**src/rtl/uart_pkg.sv**
```systemverilog
// uart_pkg: arbiter FSM states, header magic and index-width helper shared by the UART TX arbiter
package uart_pkg;
  typedef enum logic [2:0] {S_IDLE, S_HDR, S_LOAD, S_WAIT_HI, S_WAIT_LO} arb_state_t;
  localparam logic [3:0] HDR_MAGIC = 4'hA;
  localparam int DATA_BITS_DEF = 8;
  function automatic int idx_w(input int n);
    return (n > 1) ? $clog2(n) : 1;
  endfunction
endpackage

```
**src/rtl/uart_tx_arbiter_rr_pick.sv**
```systemverilog
// rr_pick: first valid requester at or after the round-robin pointer, wrapping modulo NUM_REQ
module rr_pick
  import uart_pkg::*;
#(
  parameter int NUM_REQ = 4,
  parameter int IW      = idx_w(NUM_REQ)
)(
  input  logic [NUM_REQ-1:0] i_req_valid,
  input  logic [IW-1:0]      i_rr_ptr,
  output logic               o_any_valid,
  output logic [IW-1:0]      o_winner
);
  logic [IW:0] w_sum;
  always_comb begin
    o_any_valid = |i_req_valid;
    o_winner = '0;
    w_sum = '0;
    // scan farthest offset first so the nearest valid index is the one left standing
    for (int k = NUM_REQ - 1; k >= 0; k--) begin
      w_sum = {1'b0, i_rr_ptr} + (IW+1)'(k);
      w_sum = (w_sum >= (IW+1)'(NUM_REQ)) ? w_sum - (IW+1)'(NUM_REQ) : w_sum;
      if (i_req_valid[w_sum[IW-1:0]]) o_winner = w_sum[IW-1:0];
    end
  end
endmodule

```
**src/rtl/uart_tx_arbiter.sv**
```systemverilog
// uart_tx_arbiter: round-robin, packet-locked sharing of one uart_tx among NUM_REQ byte streams.
// Define UART_TX_ARB_TAG_EN to prefix every packet with a {HDR_MAGIC, grant_id} header byte.
module uart_tx_arbiter
  import uart_pkg::*;
#(
  parameter int NUM_REQ   = 4,
  parameter int DATA_BITS = DATA_BITS_DEF,
  localparam int IW       = idx_w(NUM_REQ)
)(
  input  logic                         clk,
  input  logic                         reset,
  input  logic [NUM_REQ-1:0]           i_req_valid,
  input  logic [NUM_REQ*DATA_BITS-1:0] i_req_data,
  input  logic [NUM_REQ-1:0]           i_req_last,
  output logic [NUM_REQ-1:0]           o_req_ready,
  output logic [DATA_BITS-1:0]         o_tx_data,
  output logic                         o_tx_start,
  input  logic                         i_tx_busy,
  output logic                         o_grant_valid,
  output logic [IW-1:0]                o_grant_id
);
  arb_state_t           r_state, w_state_nx;
  logic [IW-1:0]        r_rr_ptr, w_rr_ptr_nx, r_grant_id, w_grant_id_nx, w_winner;
  logic                 r_grant_valid, w_grant_valid_nx, r_tx_start, w_tx_start_nx;
  logic                 r_last, w_last_nx, w_any;
  logic [DATA_BITS-1:0] r_tx_data, w_tx_data_nx;
  logic [NUM_REQ-1:0]   r_req_ready, w_req_ready_nx;

  rr_pick #(.NUM_REQ(NUM_REQ), .IW(IW)) u_pick (
    .i_req_valid(i_req_valid),
    .i_rr_ptr   (r_rr_ptr),
    .o_any_valid(w_any),
    .o_winner   (w_winner)
  );

  always_ff @(posedge clk or posedge reset) begin
    if (reset) begin
      r_state <= S_IDLE;
      r_rr_ptr <= '0;
      r_grant_id <= '0;
      r_grant_valid <= 1'b0;
      r_tx_data <= '0;
      r_tx_start <= 1'b0;
      r_req_ready <= '0;
      r_last <= 1'b0;
    end else begin
      r_state <= w_state_nx;
      r_rr_ptr <= w_rr_ptr_nx;
      r_grant_id <= w_grant_id_nx;
      r_grant_valid <= w_grant_valid_nx;
      r_tx_data <= w_tx_data_nx;
      r_tx_start <= w_tx_start_nx;
      r_req_ready <= w_req_ready_nx;
      r_last <= w_last_nx;
    end
  end

  always_comb begin
    w_state_nx = r_state;
    w_rr_ptr_nx = r_rr_ptr;
    w_grant_id_nx = r_grant_id;
    w_grant_valid_nx = r_grant_valid;
    w_tx_data_nx = r_tx_data;
    w_tx_start_nx = 1'b0;
    w_req_ready_nx = '0;
    w_last_nx = r_last;
    case (r_state)
      S_IDLE: if (w_any && !i_tx_busy) begin
        w_grant_id_nx = w_winner;
        w_grant_valid_nx = 1'b1;
`ifdef UART_TX_ARB_TAG_EN
        w_state_nx = S_HDR;
`else
        w_state_nx = S_LOAD;
`endif
      end
`ifdef UART_TX_ARB_TAG_EN
      S_HDR: begin
        w_tx_data_nx = DATA_BITS'({HDR_MAGIC, 4'(r_grant_id)});
        w_tx_start_nx = 1'b1;
        w_last_nx = 1'b0;
        w_state_nx = S_WAIT_HI;
      end
`endif
      S_LOAD: if (i_req_valid[r_grant_id]) begin
        w_tx_data_nx = i_req_data[r_grant_id*DATA_BITS +: DATA_BITS];
        w_tx_start_nx = 1'b1;
        w_req_ready_nx[r_grant_id] = 1'b1;
        w_last_nx = i_req_last[r_grant_id];
        w_state_nx = S_WAIT_HI;
      end
      S_WAIT_HI: w_state_nx = i_tx_busy ? S_WAIT_LO : S_WAIT_HI;
      S_WAIT_LO: if (!i_tx_busy) begin
        // release after the last byte leaves the wire; the winner drops to lowest priority
        w_state_nx = r_last ? S_IDLE : S_LOAD;
        w_grant_valid_nx = !r_last;
        w_rr_ptr_nx = !r_last ? r_rr_ptr :
                      (r_grant_id == IW'(NUM_REQ-1)) ? '0 : r_grant_id + 1'b1;
      end
      default: w_state_nx = S_IDLE;
    endcase
  end

  assign o_req_ready = r_req_ready;
  assign o_tx_data = r_tx_data;
  assign o_tx_start = r_tx_start;
  assign o_grant_valid = r_grant_valid;
  assign o_grant_id = r_grant_id;
endmodule

```
**config.mk**
```make
export PLATFORM = sky130hd
export DESIGN_NAME = uart_tx_arbiter
export DESIGN_NICKNAME = d
export VERILOG_FILES = /design/src/rtl/uart_pkg.sv /design/src/rtl/uart_tx_arbiter_rr_pick.sv /design/src/rtl/uart_tx_arbiter.sv
export SDC_FILE = /design/constraint.sdc
export NUM_CORES = 1
export LEC_CHECK = 0
export BUFFER_PORTS_ARGS = -buffer_cell sky130_fd_sc_hd__buf_2
export CAP_MARGIN = 20
export CORE_ASPECT_RATIO = 1.75
export CORE_UTILIZATION = 30
export DETAILED_ROUTE_END_ITERATION = 8
export PLACE_DENSITY_LB_ADDON = 0.12
export SLEW_MARGIN = 10
export SYNTH_ARGS = -nofsm -noshare
export SYNTH_HDL_FRONTEND = slang
export SYNTH_SLANG_ARGS = --single-unit
```
**constraint.sdc**
```tcl
create_clock -name clk -period 1.78 [get_ports clk]
set_input_delay 0.267 -clock clk [delete_from_list [all_inputs] [get_ports clk]]
set_output_delay 0.267 -clock clk [all_outputs]
set_load 0.02 [all_outputs]
```
# After elaboration in Yosys (flattened, before gate mapping)
# Index checks and enable logic that the tools add are counted.
[classes]
shifts = 1
addsub = 8
n_div = 0
eq_ne = 7
n_bitwise = 1
n_reduce_logical = 12
n_mux = 36
n_lt_le_gt_ge = 10
mul = 0
[op_table]
columns = ["op", "count"]
rows = [
  ["variable part select 32 x 6 -> 8 bit", 1],
  ["2-to-1 mux 2 bit", 10],
  ["< comparator 2 x 3 -> 1 bit (second input constant)", 5],
  ["binary-select mux 1 bit (select 2 bit)", 6],
  ["2-to-1 mux 3 bit", 4],
  ["case mux 3 bit (4 select lines)", 1],
  ["2-to-1 mux 1 bit", 11],
  ["greater-or-equal comparator 3 bit (second input constant)", 3],
  ["AND reduction 3 bit", 3],
  ["2-to-1 mux 4 bit", 2],
  ["subtractor 2 x 1 -> 2 bit (second input constant)", 4],
  ["adder 2 x 2 -> 3 bit (second input constant)", 2],
  ["equality test 3 x 2 -> 1 bit (second input constant)", 2],
  ["inequality test 2 bit (second input constant)", 3],
  ["AND reduction 2 bit", 2],
  ["OR reduction 4 bit", 1],
  ["adder 2 x 1 -> 3 bit (second input constant)", 1],
  ["equality test 3 bit (second input constant)", 1],
  ["greater-or-equal comparator 2 x 3 -> 1 bit (second input constant)", 1],
  ["logical NOT 3 bit", 1],
  ["adder 2 x 1 -> 2 bit (second input constant)", 1],
  ["demux 1 bit (select 2 bit)", 1],
  ["equality test 2 bit (second input constant)", 1],
  ["greater-or-equal comparator 2 x 1 -> 1 bit (second input constant)", 1],
  ["5 further kinds", 7],
]
[word_totals]
reg_bits = 22
rom_bits = 0
ramBits = 0
memories = 0
latch_bits = 0
word_cells = 83
inputBits = 43
output_inout_bits = 16

# Logic depth before layout (Yosys ltp)
[depth]
word_depth = 9
mapped_depth = 4
ltp_nobuf = 3

# Hierarchy
# Synthesis repeated with hierarchy kept, for this count alone.
[unflattened]
cells_unflattened = 93
area_unflattened_um2 = 1249.9
[modules_own_cells]
columns = ["module", "cells_per_inst", "instances", "seq_area_each_um2", "area_each_um2"]
rows = [
  ["uart_tx_arbiter", 80, 1, 550.5, 1172.4],
  ["rr_pick", 13, 1, 0.0, 77.6],
]

# Worst setup path after synthesis
# Ideal clock, no wire load.
[synth_path]
path_type = "register to register"
from = "reg r_grant_id[1], in the netlist o_grant_id[1]"
to = "reg r_tx_data[1], in the netlist o_tx_data[1]"
setup_time_ns = 0.125
t_required_ns = 1.655
stages_incl_launch_ff = 5
path_slack_ns = -0.075
path_buffers = 1
arrival_time_ns = 1.730
period_less_slack_ns = 1.855
path_cell_list = "dfrtp_1 -> mux4_2 -> nand2_1 -> buf_2 -> mux2_2"
[synth_via]
elab_chain_len = 3
elab_cells_between_ends = 4
classes_between = "shift: 1; mux: 2; reduce/logical: 1"
[synth_rtl]
columns = ["item", "line_no", "source"]
rows = [
  ["start, declared", "uart_tx_arbiter.sv:23", "logic [IW-1:0] r_rr_ptr, w_rr_ptr_nx, r_grant_id, w_grant_id_nx, w_winner;"],
  ["start signal, assigned", "uart_tx_arbiter.sv:49", "r_grant_id <= w_grant_id_nx;"],
  ["parallel branches: the longest is 3 deep, another holds variable part select 32 x 6 -> 8 bit", "-", ""],
  ["end signal, assigned", "uart_tx_arbiter.sv:51", "r_tx_data <= w_tx_data_nx;"],
  ["end, declared", "uart_tx_arbiter.sv:26", "logic [DATA_BITS-1:0] r_tx_data, w_tx_data_nx;"],
]
# Parallel ways; which one is timed is not known. The select of a mux whose other input is x is not followed.
# A chain may end at the register's enable or synchronous reset.

# Worst setup path in the final report
[layout_path]
from = "reg r_state[1]"
to = "reg r_grant_id[0], in the netlist o_grant_id[0]"
[layout_via]
elab_chain_len = 2
[layout_rtl]
columns = ["item", "line_no", "source"]
rows = [
  ["start, declared", "uart_tx_arbiter.sv:22", "arb_state_t r_state, w_state_nx;"],
  ["start signal, assigned", "uart_tx_arbiter.sv:47", "r_state <= w_state_nx;"],
  ["logical NOT 3 bit", "uart_tx_arbiter.sv:67", "case (r_state)"],
  ["AND reduction 2 bit (no source line)", "-", ""],
]
# Every way passes these cells.

==> flow_summary.ini <==
[power_and_ir_drop]
p_leak_uw = 0.000844
powerDensity_nw_per_um2 = 1450
total_power_uw = 2480
peakVddDrop_v = 0.000660

[layout]
fillers = 396
drive_above_1_share_pct = 55.8
layout.nets = 212
fin_area_sq_um = 1710
antennaDiodeCount = 0
area_growth_pct = 39.3

[clock_network]
numCtsBuffers = 3
cts_max_level = 1
cts_sinks = 22
cts_tree = yes
clk_path_buf_depth = 2
root_buffer = clkbuf_8
clk_pin_slew_worst_paths_ns = 0.08
clk_latency_ns = 0.25
holdBufCountCts = 0
cts-resized-gates = 0
cts_setup_buffers = 0

[place]
place_hpwl_mm = 2.31
numPortBuffers = 58
placed_area_sq_um = 1670
gp_congestion = 0.714

[sta]
hold_viol_final = 0
clock_skew_ns = 0.00295
tns_ns = 0
worst_pin_slew_ns = 0.344
rsz0062_at_grt = no
period_minus_slack_ns = 1.65
max_freq_mhz = 605
setup_viol = 0
fin_crit_sh_pct = 92.9
drv_slew = 0
max_slew_margin_pct = 77.0
whs_ns = 0.0368

[setup_path]
crit_required_ns = 1.93
r2r-end = o_grant_id[0]$_DFFE_PP0P_
worstSetupPathType = flip-flop to flip-flop
crit_chain = or3_1, or3_4, o41ai_2
reg2reg_setup_slack_ns = 0.13
max_stage_delay_ns = 0.44
r2r_cells = 3
worstPathArrival_ns = 1.81
critPathLaunchType = flip-flop
critPathMaxFanout = 5
crit_slowest_cell = or3_1
worstSetupEndpointType = flip-flop
r2r-start = r_state[1]$_DFFE_PP0P_

[route]
ant_nets = 0
vias = 1056
dr.pass1.iters = 6
post_drt_wl_per_cell_microns = 13.8
first_iter_violations = 22
drc = 0
wirelength_mm = 2.91
vias_per_cell = 5.00

[floorplan]
die-area_sq_um = 4370
start_util_pct = 31.5
die_h_microns = 86.7
num_rows = 30
die_x_microns = 50.4
ios = 59
core_sq_um = 3900

[run_status]
run_status = finished, final reports clean

[synthesis]
synth-seq-area-share_pct = 44.8
syn_inst = 95
synth.distinct_cells = 30
synth.avg_cell_area_sq_um = 12.9
synth_seq_cells = 22
yosys_warnings = 0
netlist_area_sq_um = 1230
syn-num-nets = 142

[global_route]
gr-usage-all-layers_pct = 14.5
antenna_found_initial = 0
grt_pass1_vias = 1089
grt_start_max_net_pins = 23
use_met1_pct = 16.6
grt.overflow.total = 0
met2_usage_pct = 26.2
met3_usage_pct = 1.58
busiest_layer = met2
grt_pass1_wl_mm = 4.80

[job]
cap_violations = 0

[hold_path]
hp-class = primary input to asynchronous set/reset pin
==> how the worst max path moves through the flow <==
| stage | startpoint | to | slack [ns] |
|---|---|---|---|
| 2_1_floorplan | o_grant_id[1]$_DFFE_PP0P_ | o_tx_data[1]$_DFFE_PP0P_ | 0.02 |
| 3_3_place_gp | i_req_valid[3] | o_tx_data[4]$_DFFE_PP0P_ | 0.16 |
| 3_5_place_dp | i_req_valid[3] | o_tx_data[1]$_DFFE_PP0P_ | 0.13 |
| 4_1_cts | r_state[1]$_DFFE_PP0P_ | o_grant_id[0]$_DFFE_PP0P_ | 0.13 |
| 5_1_grt | r_state[1]$_DFFE_PP0P_ | o_grant_id[0]$_DFFE_PP0P_ | 0.07 |
| 6_report | r_state[1]$_DFFE_PP0P_ | o_grant_id[0]$_DFFE_PP0P_ | 0.13 |
==> flip-flops by register name (all words and copies together), names as in the netlist <==
name	cells
o_tx_data	8
o_req_ready	4
r_state	3
o_grant_id	2
r_rr_ptr	2
o_grant_valid	1
o_tx_start	1
r_last	1
==> metrics by stage <==
stage / worst slack [ns] / utilization [%] / cells
final: 0.126 / 43.9 / 211
after global routing: 0.0730 / 43.9 / 211
after CTS: 0.127 / 43.9 / 211
after detailed placement: 0.134 / 42.8 / 208
after global placement: 0.156 / 42.8 / 208
after floorplan: 0.0165 / - / 95
==> cell usage after synthesis <==
master | number | share of area [%]
a21boi_0 | 1 | 0.61
a21oi_1 | 4 | 1.6
a311oi_1 | 1 | 0.71
and3_1 | 4 | 2.0
buf_1 | 1 | 0.30
buf_2 | 3 | 1.2
dfrtp_1 | 22 | 45
ha_1 | 4 | 4.1
inv_1 | 6 | 1.8
inv_2 | 1 | 0.30
mux2_1 | 7 | 6.4
mux2_2 | 4 | 3.7
mux2i_1 | 1 | 0.81
mux4_2 | 10 | 18
nand2_1 | 4 | 1.2
nand2b_1 | 2 | 1.0
nand3_1 | 1 | 0.41
nand4_1 | 1 | 0.51
nor2_1 | 4 | 1.2
nor2b_1 | 1 | 0.51
nor3_1 | 1 | 0.41
nor3b_1 | 1 | 0.61
nor4_1 | 1 | 0.51
o21ai_1 | 1 | 0.41
o22a_1 | 1 | 0.71
o31a_1 | 1 | 0.71
o31ai_1 | 3 | 1.8
o41ai_2 | 1 | 1.3
or3_1 | 2 | 1.0
or3_4 | 1 | 0.92
==> cells in the final DEF (no fill, tap or decap), types with 2 or more instances in the layout <==
| cell type | synthesis | final |
|---|---|---|
| buf_4 | 0 | 9 |
| inv_1 | 6 | 6 |
| mux2_1 | 7 | 7 |
| o31ai_1 | 3 | 3 |
| or3_1 | 2 | 2 |
| dfrtp_2 | 0 | 2 |
| nand2_1 | 4 | 4 |
| buf_2 | 3 | 58 |
| nor2_1 | 4 | 4 |
| ha_1 | 4 | 4 |
| nand2b_1 | 2 | 2 |
| and3_1 | 4 | 4 |
| buf_12 | 0 | 2 |
| clkbuf_8 | 0 | 3 |
| mux2_2 | 4 | 4 |
| mux4_2 | 10 | 10 |
| a21oi_1 | 4 | 4 |
| dfrtp_1 | 22 | 20 |
==> per-layer routing <==
metal / part of all wire [%] / vias to the layer above
li1: - / 492
met1: 40 / 515
met2: 53 / 45
met3: 5.4 / 4
met4: 1.4 / 0
met5: 0 / -
==> worst max-delay path, delay by kind of cell (launching register included) <==
kind / cells / cell delay, ns
compound gates: 1 / 0.33
flops: 1 / 0.38
simple gates: 2 / 0.84
==> report_power, final <==
group	switching, uW	internal [uW]
Sequential	111	709
Combinational	667	690
Clock	150	151
==> layout make-up <==
cell class / count / area, sq um / area share, %
Inverter: 7 / 26.3 / 1.53
Clock buffer: 3 / 41.3 / 2.41
Tap cell: 48 / 60.1 / 3.51
Multi-Input combinational cell: 62 / 634 / 37.0
Sequential cell: 22 / 553 / 32.3
Timing Repair Buffer: 69 / 398 / 23.2
==> logic make-up (layout without fill, tap and decap cells) <==
kind of cell | count (synthesis) | in the layout | share of synthesized area (%)
flip-flops | 22 | 22 | 44.8
multiplexers | 22 | 22 | 29.2
buffers and inverters | 11 | 79 | 3.66
adder cells (fa/ha/maj) | 4 | 4 | 4.07
AO/OA/AOI/OAI | 13 | 13 | 7.94
AND/OR/NAND/NOR | 23 | 23 | 10.4
Power figures use the tool's default switching activity.
